## config.mk

```make
export PLATFORM = sky130hd
export DESIGN_NAME = btb_controller
export DESIGN_NICKNAME = d
export VERILOG_FILES = /design/src/rtl/btb_controller.sv
export SDC_FILE = /design/constraint.sdc
export NUM_CORES = 1
export LEC_CHECK = 0
export CORE_MARGIN = 8
export CORE_UTILIZATION = 58
export DETAILED_ROUTE_END_ITERATION = 16
export PLACE_DENSITY_LB_ADDON = 0.12
export SYNTH_ARGS = -nofsm -noshare
export SYNTH_HDL_FRONTEND = slang
export SYNTH_SLANG_ARGS = --single-unit
```

## constraint.sdc

```tcl
create_clock -name clk -period 10 [get_ports clk]
set_input_delay 1.5 -clock clk [delete_from_list [all_inputs] [get_ports clk]]
set_output_delay 1.5 -clock clk [all_outputs]
set_load 0.1 [all_outputs]
```

## src/rtl/btb_controller.sv

```systemverilog
// Branch target buffer controller: combinational fetch-side prediction,
// EX-side resolved-branch updates with allocation/replacement, a
// post-reset / on-request table clear sweep, and a mispredict counter.
module btb_controller #(
  parameter int ENTRIES    = 8,
  parameter int ADDR_WIDTH = 16,
  parameter int CNT_WIDTH  = 16
) (
  input  logic                  clk,
  input  logic                  reset,
  input  logic [ADDR_WIDTH-1:0] lookup_pc,
  output logic                  predict_valid,
  output logic [ADDR_WIDTH-1:0] predict_target,
  input  logic                  update_valid,
  input  logic [ADDR_WIDTH-1:0] update_pc,
  input  logic [ADDR_WIDTH-1:0] update_target,
  input  logic                  update_taken,
  output logic                  update_ready,
  input  logic                  clear_req,
  output logic                  busy,
  output logic [CNT_WIDTH-1:0]  mispredict_count
);

  localparam int IDX_W = $clog2(ENTRIES);

  typedef enum logic [0:0] {
    IDLE  = 1'b0,
    CLEAR = 1'b1
  } state_t;

  state_t                state_r;
  state_t                state_nxt_s;
  logic [IDX_W-1:0]      idx_r;
  logic [IDX_W-1:0]      vptr_r;
  logic [CNT_WIDTH-1:0]  cnt_r;

  logic [ENTRIES-1:0]    valid_r;
  logic [ADDR_WIDTH-1:0] tag_r    [ENTRIES];
  logic [ADDR_WIDTH-1:0] target_r [ENTRIES];
  logic [1:0]            ctr_r    [ENTRIES];

  logic [ENTRIES-1:0]    lk_match_s;
  logic [ENTRIES-1:0]    up_match_s;
  logic                  lk_hit_s;
  logic                  up_hit_s;
  logic [IDX_W-1:0]      lk_idx_s;
  logic [IDX_W-1:0]      up_idx_s;
  logic [IDX_W-1:0]      alloc_idx_s;
  logic                  table_full_s;
  logic                  pred_taken_s;
  logic                  update_fire_s;

  // Lowest set bit position of a vector; lowest index wins on multiple hits.
  function automatic logic [IDX_W-1:0] first_set(input logic [ENTRIES-1:0] vec);
    logic [IDX_W-1:0] pos;
    pos = '0;
    for (int i = ENTRIES - 1; i >= 0; i--) begin
      if (vec[i]) begin
        pos = IDX_W'(i);
      end else begin
        pos = pos;
      end
    end
    return pos;
  endfunction

  // Tag compare of every entry against both the fetch PC and the EX PC.
  always_comb begin
    lk_match_s = '0;
    up_match_s = '0;
    for (int i = 0; i < ENTRIES; i++) begin
      lk_match_s[i] = valid_r[i] & (tag_r[i] == lookup_pc);
      up_match_s[i] = valid_r[i] & (tag_r[i] == update_pc);
    end
  end

  assign lk_hit_s      = |lk_match_s;
  assign up_hit_s      = |up_match_s;
  assign lk_idx_s      = first_set(lk_match_s);
  assign up_idx_s      = first_set(up_match_s);
  assign table_full_s  = &valid_r;
  // Prefer an empty slot; only evict (round-robin) when the table is full.
  assign alloc_idx_s   = table_full_s ? vptr_r : first_set(~valid_r);
  assign pred_taken_s  = up_hit_s & ctr_r[up_idx_s][1];
  assign update_fire_s = update_valid & (state_r == IDLE);

  assign busy             = (state_r == CLEAR);
  assign update_ready     = (state_r == IDLE);
  assign mispredict_count = cnt_r;

  // Fetch-side prediction; suppressed entirely while the table is being wiped.
  always_comb begin
    predict_valid  = 1'b0;
    predict_target = '0;
    if (lk_hit_s && (state_r == IDLE)) begin
      predict_valid  = ctr_r[lk_idx_s][1];
      predict_target = target_r[lk_idx_s];
    end else begin
      predict_valid  = 1'b0;
      predict_target = '0;
    end
  end

  // Next-state: a clear request always (re)starts the sweep.
  always_comb begin
    state_nxt_s = state_r;
    case (state_r)
      IDLE: begin
        if (clear_req) begin
          state_nxt_s = CLEAR;
        end else begin
          state_nxt_s = IDLE;
        end
      end
      CLEAR: begin
        if (clear_req) begin
          state_nxt_s = CLEAR;
        end else if (idx_r == IDX_W'(ENTRIES - 1)) begin
          state_nxt_s = IDLE;
        end else begin
          state_nxt_s = CLEAR;
        end
      end
      default: state_nxt_s = CLEAR;
    endcase
  end

  // State, sweep index, victim pointer, counter and table contents.
  always_ff @(posedge clk) begin
    if (!reset) begin
      state_r <= CLEAR;
      idx_r   <= '0;
      vptr_r  <= '0;
      cnt_r   <= '0;
      valid_r <= '0;
    end else begin
      state_r <= state_nxt_s;
      case (state_r)
        CLEAR: begin
          valid_r[idx_r]  <= 1'b0;
          ctr_r[idx_r]    <= 2'b01;
          tag_r[idx_r]    <= '0;
          target_r[idx_r] <= '0;
          if (clear_req) begin
            idx_r  <= '0;
            vptr_r <= '0;
          end else begin
            idx_r <= idx_r + IDX_W'(1);
          end
        end
        IDLE: begin
          if (update_fire_s) begin
            if (pred_taken_s != update_taken) begin
              cnt_r <= cnt_r + CNT_WIDTH'(1);
            end
            if (up_hit_s) begin
              if (update_taken) begin
                if (ctr_r[up_idx_s] != 2'b11) begin
                  ctr_r[up_idx_s] <= ctr_r[up_idx_s] + 2'b01;
                end
                target_r[up_idx_s] <= update_target;
              end else if (ctr_r[up_idx_s] != 2'b00) begin
                ctr_r[up_idx_s] <= ctr_r[up_idx_s] - 2'b01;
              end
            end else if (update_taken) begin
              valid_r[alloc_idx_s]  <= 1'b1;
              tag_r[alloc_idx_s]    <= update_pc;
              target_r[alloc_idx_s] <= update_target;
              ctr_r[alloc_idx_s]    <= 2'b10;
              if (table_full_s) begin
                vptr_r <= vptr_r + IDX_W'(1);
              end
            end
          end
          // A same-cycle clear wins over the victim pointer bump above.
          if (clear_req) begin
            idx_r  <= '0;
            vptr_r <= '0;
          end
        end
        default: begin
          idx_r <= '0;
        end
      endcase
    end
  end

endmodule

```

==> reports/results.env <==
FINALWEIGHTEDCONGESTION=1.03
TIMING.HOLD.WS_NS=0.504
PERIOD_SHARE_PCT=82.4
DIE-AREA_MM2=0.0328
FLOORPLAN.INITIALDENSITY_PCT=58.8
CLK_ROOT_BUFFER_CELL='sky130_fd_sc_hd__clkbuf_16'
YS_DOMINANT_REG_CELL='sky130_fd_sc_hd__edfxtp_1'
CLOCK.FMAX_MHz=121
FILL_CELLS=2014
YS_TOP_CELLS_BY_AREA='sky130_fd_sc_hd__edfxtp_1 52%, sky130_fd_sc_hd__xnor2_1 8.6%, sky130_fd_sc_hd__xor2_1 5.9%, sky130_fd_sc_hd__dfxtp_1 3.9%, sky130_fd_sc_hd__mux2i_1 3.8%'
CRIT_REQUIRED_NS=8.50
DIE_H_UM=181
WORST_HOLD_PATH.NUM_CELLS=2
SYNTHESIS.NETS=1384
R2R_SETUP_SLACK_NS=4.66
CLK-INSERTION-DELAY-LATE_NS=0.51
SLEW-LIMIT-HEADROOM_PCT=18.6
GRTUSAGETOTAL_PCT=28.8
FINAL_MAX_SLEW_VIOL_COUNT=0
POST_SYNTH_INST_COUNT=1327
SHARE_OF_YOSYS_CELL_AREA_CLAIMED_BY_THE_TOP_AREA_CELL_TYPE_PCT=51.7
POST_CTS_HOLD_BUFFER_COUNT=0
DETAIL_ROUTE.ITER0.VIOLATIONS=1496
WORST_HOLD_PATH.ENDPOINT='mispredict_count[15]'
FIRSTDRTPASSITERS=7
CTS_MAX_LEVEL=2
CELLPOWERDENSITY_mW_PER_MM2=156
OUTCOME='completed'
GLOBAL_ROUTE_WIRE_LENGTH_BEFORE_REPAIR_MM=70.4
GRT_MAX_DEGREE=52
FINAL_HOLD_VIOL_COUNT=0
PLACE_INST=1704
SYNTH.FF_LATCH_COUNT=303
TIMING.HOLD.WORST.START='mispredict_count[15]'
DRT_DRC_VIOLATIONS_LEFT=0
STDCELL_COUNT=1763
PORT_BUFFERS=87
ROUTED-VIA-COUNT=11329
SETUP_REPAIR_AFTER_GLOBAL_ROUTING_MISSED_ITS_MARGIN='no'
YS_ASYNC_SR_FRACTION_PCT=0
R2R_START='tag_r[2][4]'
ROUTED_WL_MM=48.0
FLOORPLAN.ROWS=60
WS_PATH_TYPE='input pin to primary output'
POST-CTS-SETUP-BUFFER-COUNT=0
CTS_REPAIR_RESIZE_COUNT=0
ANTENNA-DIODE-COUNT=0
NETLIST.TOP_CELL.BY_AREA='sky130_fd_sc_hd__edfxtp_1'
R2R_END='ctr_r[4][1]'
UNIQUE_MASTERS_POST_SYNTH=71
CLK_PIN_SLEW_WORST_PATHS_NS=0.06
GRT_PASS1_VIAS=10947
STARTPOINT_TYPE='input pin'
PLACE_HPWL_MM=34.5
CAP_VIOL_MAX_COUNT=0
EDFF_COUNT_SYNTH=272
MAPPEDNETLISTAREA_MM2=0.0158
STATIC-LEAKAGE-POWER_uW=0.00549
DIE_OUTLINE_WIDTH_UM=181
CTS_TREE='yes'
TRITONCTS_NUM_SINKS=303
FINAL_LAYOUT_SIZE_SUFFIX_GT1_SHARE_PCT=9.07
NUM-NETS-FINAL=1456
FIN_WORST_SKEW_NS=0.0205
PERIOD_NEEDED_NS=8.24
MULTI_INPUT_AREA_MM2=0.00676
CRITICAL_PATH_ARRIVAL_NS=6.74
WARNINGS_SYNTHESIS=0
GRT_OVERFLOW=0
WORST_HOLD_PATH_TYPE='flip-flop to flip-flop'
AREA_GROWTH_PCT=14.4
YOSYSSEQAREASHARE_PCT=55.6
SYNTH.AVG_CELL_AREA_UM2=11.9
TIMING_WORST_SLEW_PIN_VALUE_NS=1.22
SETUP_VIOL=0
AREA.SEQUENTIAL_MM2=0.00879
MAX-CLOCK-PATH-BUFFERS=3
ANTENNA_VIOLATIONS_BEFORE_REPAIR=0
SETUP-TNS-FINAL_NS=0
IR_WORST_VDD_mV=0.145
ROUTEDWLPERCELL_UM=27.2
ANTENNA_VIOLATING_NETS_POST_ROUTE=0
PIN_COUNT=88
CRITICAL_PATH.MAX_FANOUT=40
ENDPOINT_KIND='primary output'
CORE-AREA_MM2=0.0269
TIMING.REG2REG.WORST_PATH_DEPTH=12
VIAS_PER_CELL=6.43
TRITONCTS.NUM_BUFFERS=34
==> per-layer routing <==
layer | up-vias | global-route usage [%] | part of all wire [%]
met3 | 64 | 8.77 | 12
met4 | 0 | 6.66 | 1.9
li1 | 5077 | - | -
met1 | 5561 | 41.9 | 44
met2 | 627 | 41.7 | 42
met5 | - | 0 | 0
==> layout by cell type, fill, tap and decap left out, types with 16 or more instances in the layout <==
cell,netlist,layout
sky130_fd_sc_hd__and2_1,20,20
sky130_fd_sc_hd__a21oi_1,46,45
sky130_fd_sc_hd__xnor2_1,156,156
sky130_fd_sc_hd__nor3_1,23,23
sky130_fd_sc_hd__o21ai_0,42,42
sky130_fd_sc_hd__clkdlybuf4s50_1,0,87
sky130_fd_sc_hd__mux2i_1,60,60
sky130_fd_sc_hd__buf_4,1,16
sky130_fd_sc_hd__nor2_1,93,84
sky130_fd_sc_hd__clkbuf_16,0,35
sky130_fd_sc_hd__nand2_1,81,81
sky130_fd_sc_hd__mux2_2,36,36
sky130_fd_sc_hd__or4_1,16,16
sky130_fd_sc_hd__and3_1,26,26
sky130_fd_sc_hd__nand3_1,31,31
sky130_fd_sc_hd__xor2_1,106,106
sky130_fd_sc_hd__nand4_1,44,44
sky130_fd_sc_hd__edfxtp_1,272,272
sky130_fd_sc_hd__dfxtp_1,31,31
sky130_fd_sc_hd__nor4_1,40,38
==> cells in the mapped netlist, drive strengths merged (5+ instances only) <==
cell / instances
edfxtp: 272
xnor2: 156
xor2: 107
nor2: 93
nand2: 81
mux2i: 60
a21oi: 47
clkbuf: 45
nand4: 44
o21ai: 44
nor4: 43
mux2: 36
dfxtp: 31
nand3: 31
and3: 26
nor3: 24
buf: 22
and2: 20
or4: 17
nand2b: 12
or3: 11
o211ai: 9
and4: 8
inv: 7
o31ai: 6
a211oi: 5
a31oi: 5
nor3b: 5
o41ai: 5
==> cell type report <==
cell class | instances | share of cell area [%]
sequential | 303 | 48.6
multi-input combinational | 950 | 37.4
timing repair buffer | 103 | 5.48
clock buffer | 42 | 4.99
tap | 341 | 2.36
clock inverter | 17 | 1.01
inverter | 7 | 0.145
==> state kept, by name, indices dropped and copies added (netlist names) <==
| signal | count |
|---|---|
| busy | 1 |
| idx_r | 3 |
| ctr_r | 16 |
| target_r | 128 |
| vptr_r | 3 |
| mispredict_count | 16 |
| tag_r | 128 |
| valid_r | 8 |
==> power breakdown <==
group	internal [uW]	switching, uW
Clock	743	489
Combinational	69.2	123
Sequential	1380	9.62
Total	2190	622
==> per-stage QoR <==
step	setup WS, ns	total power [uW]	utilization (%)	cell area (um2)
finish	1.76	2810	67.3	18100
CTS	1.79	2810	67.3	18100
global placement	1.86	1600	63.2	17000
global route	1.59	2870	67.3	18100
floorplan	2.83	1520	-	15800
detailed placement	1.83	1600	63.2	17000
==> critical path, cell delays in order <==
cell                              delay (ns)
sky130_fd_sc_hd__clkdlybuf4s50_1        0.91
sky130_fd_sc_hd__xor2_1                 0.32
sky130_fd_sc_hd__nor4_1                 0.35
sky130_fd_sc_hd__nand2_1                0.16
sky130_fd_sc_hd__or4_1                  0.53
sky130_fd_sc_hd__o41ai_1                0.10
sky130_fd_sc_hd__nand2_1                0.16
sky130_fd_sc_hd__a21oi_4                0.20
sky130_fd_sc_hd__buf_4                  0.54
sky130_fd_sc_hd__mux2i_1                0.17
sky130_fd_sc_hd__mux2_2                 0.29
sky130_fd_sc_hd__nor2_1                 0.13
sky130_fd_sc_hd__a21oi_1                0.07
sky130_fd_sc_hd__nor2_1                 0.10
sky130_fd_sc_hd__clkdlybuf4s50_1        1.14
==> how the worst max path moves through the flow <==
stage | startpoint | end | cells past startpoint
after floorplan | lookup_pc[13] | predict_target[11] | 15
after detailed placement | lookup_pc[13] | predict_valid | 15
final | lookup_pc[13] | predict_target[12] | 15
after global routing | lookup_pc[13] | predict_valid | 15
after CTS | lookup_pc[13] | predict_target[12] | 15
after global placement | lookup_pc[13] | predict_valid | 15
==> logic make-up (layout without fill, tap and decap cells) <==
| group | after synthesis | count (layout) | synth area share [%] |
|---|---|---|---|
| xor+xnor | 263 | 263 | 14.6 |
| mux | 96 | 96 | 6.37 |
| simple gates | 433 | 433 | 14.8 |
| compound gates | 154 | 154 | 6.24 |
| flops | 303 | 303 | 55.6 |
| fa+ha+maj | 4 | 4 | 0.317 |
| buf+inv | 74 | 169 | 2.07 |
Note: power is estimated with default switching activity, not from simulation.
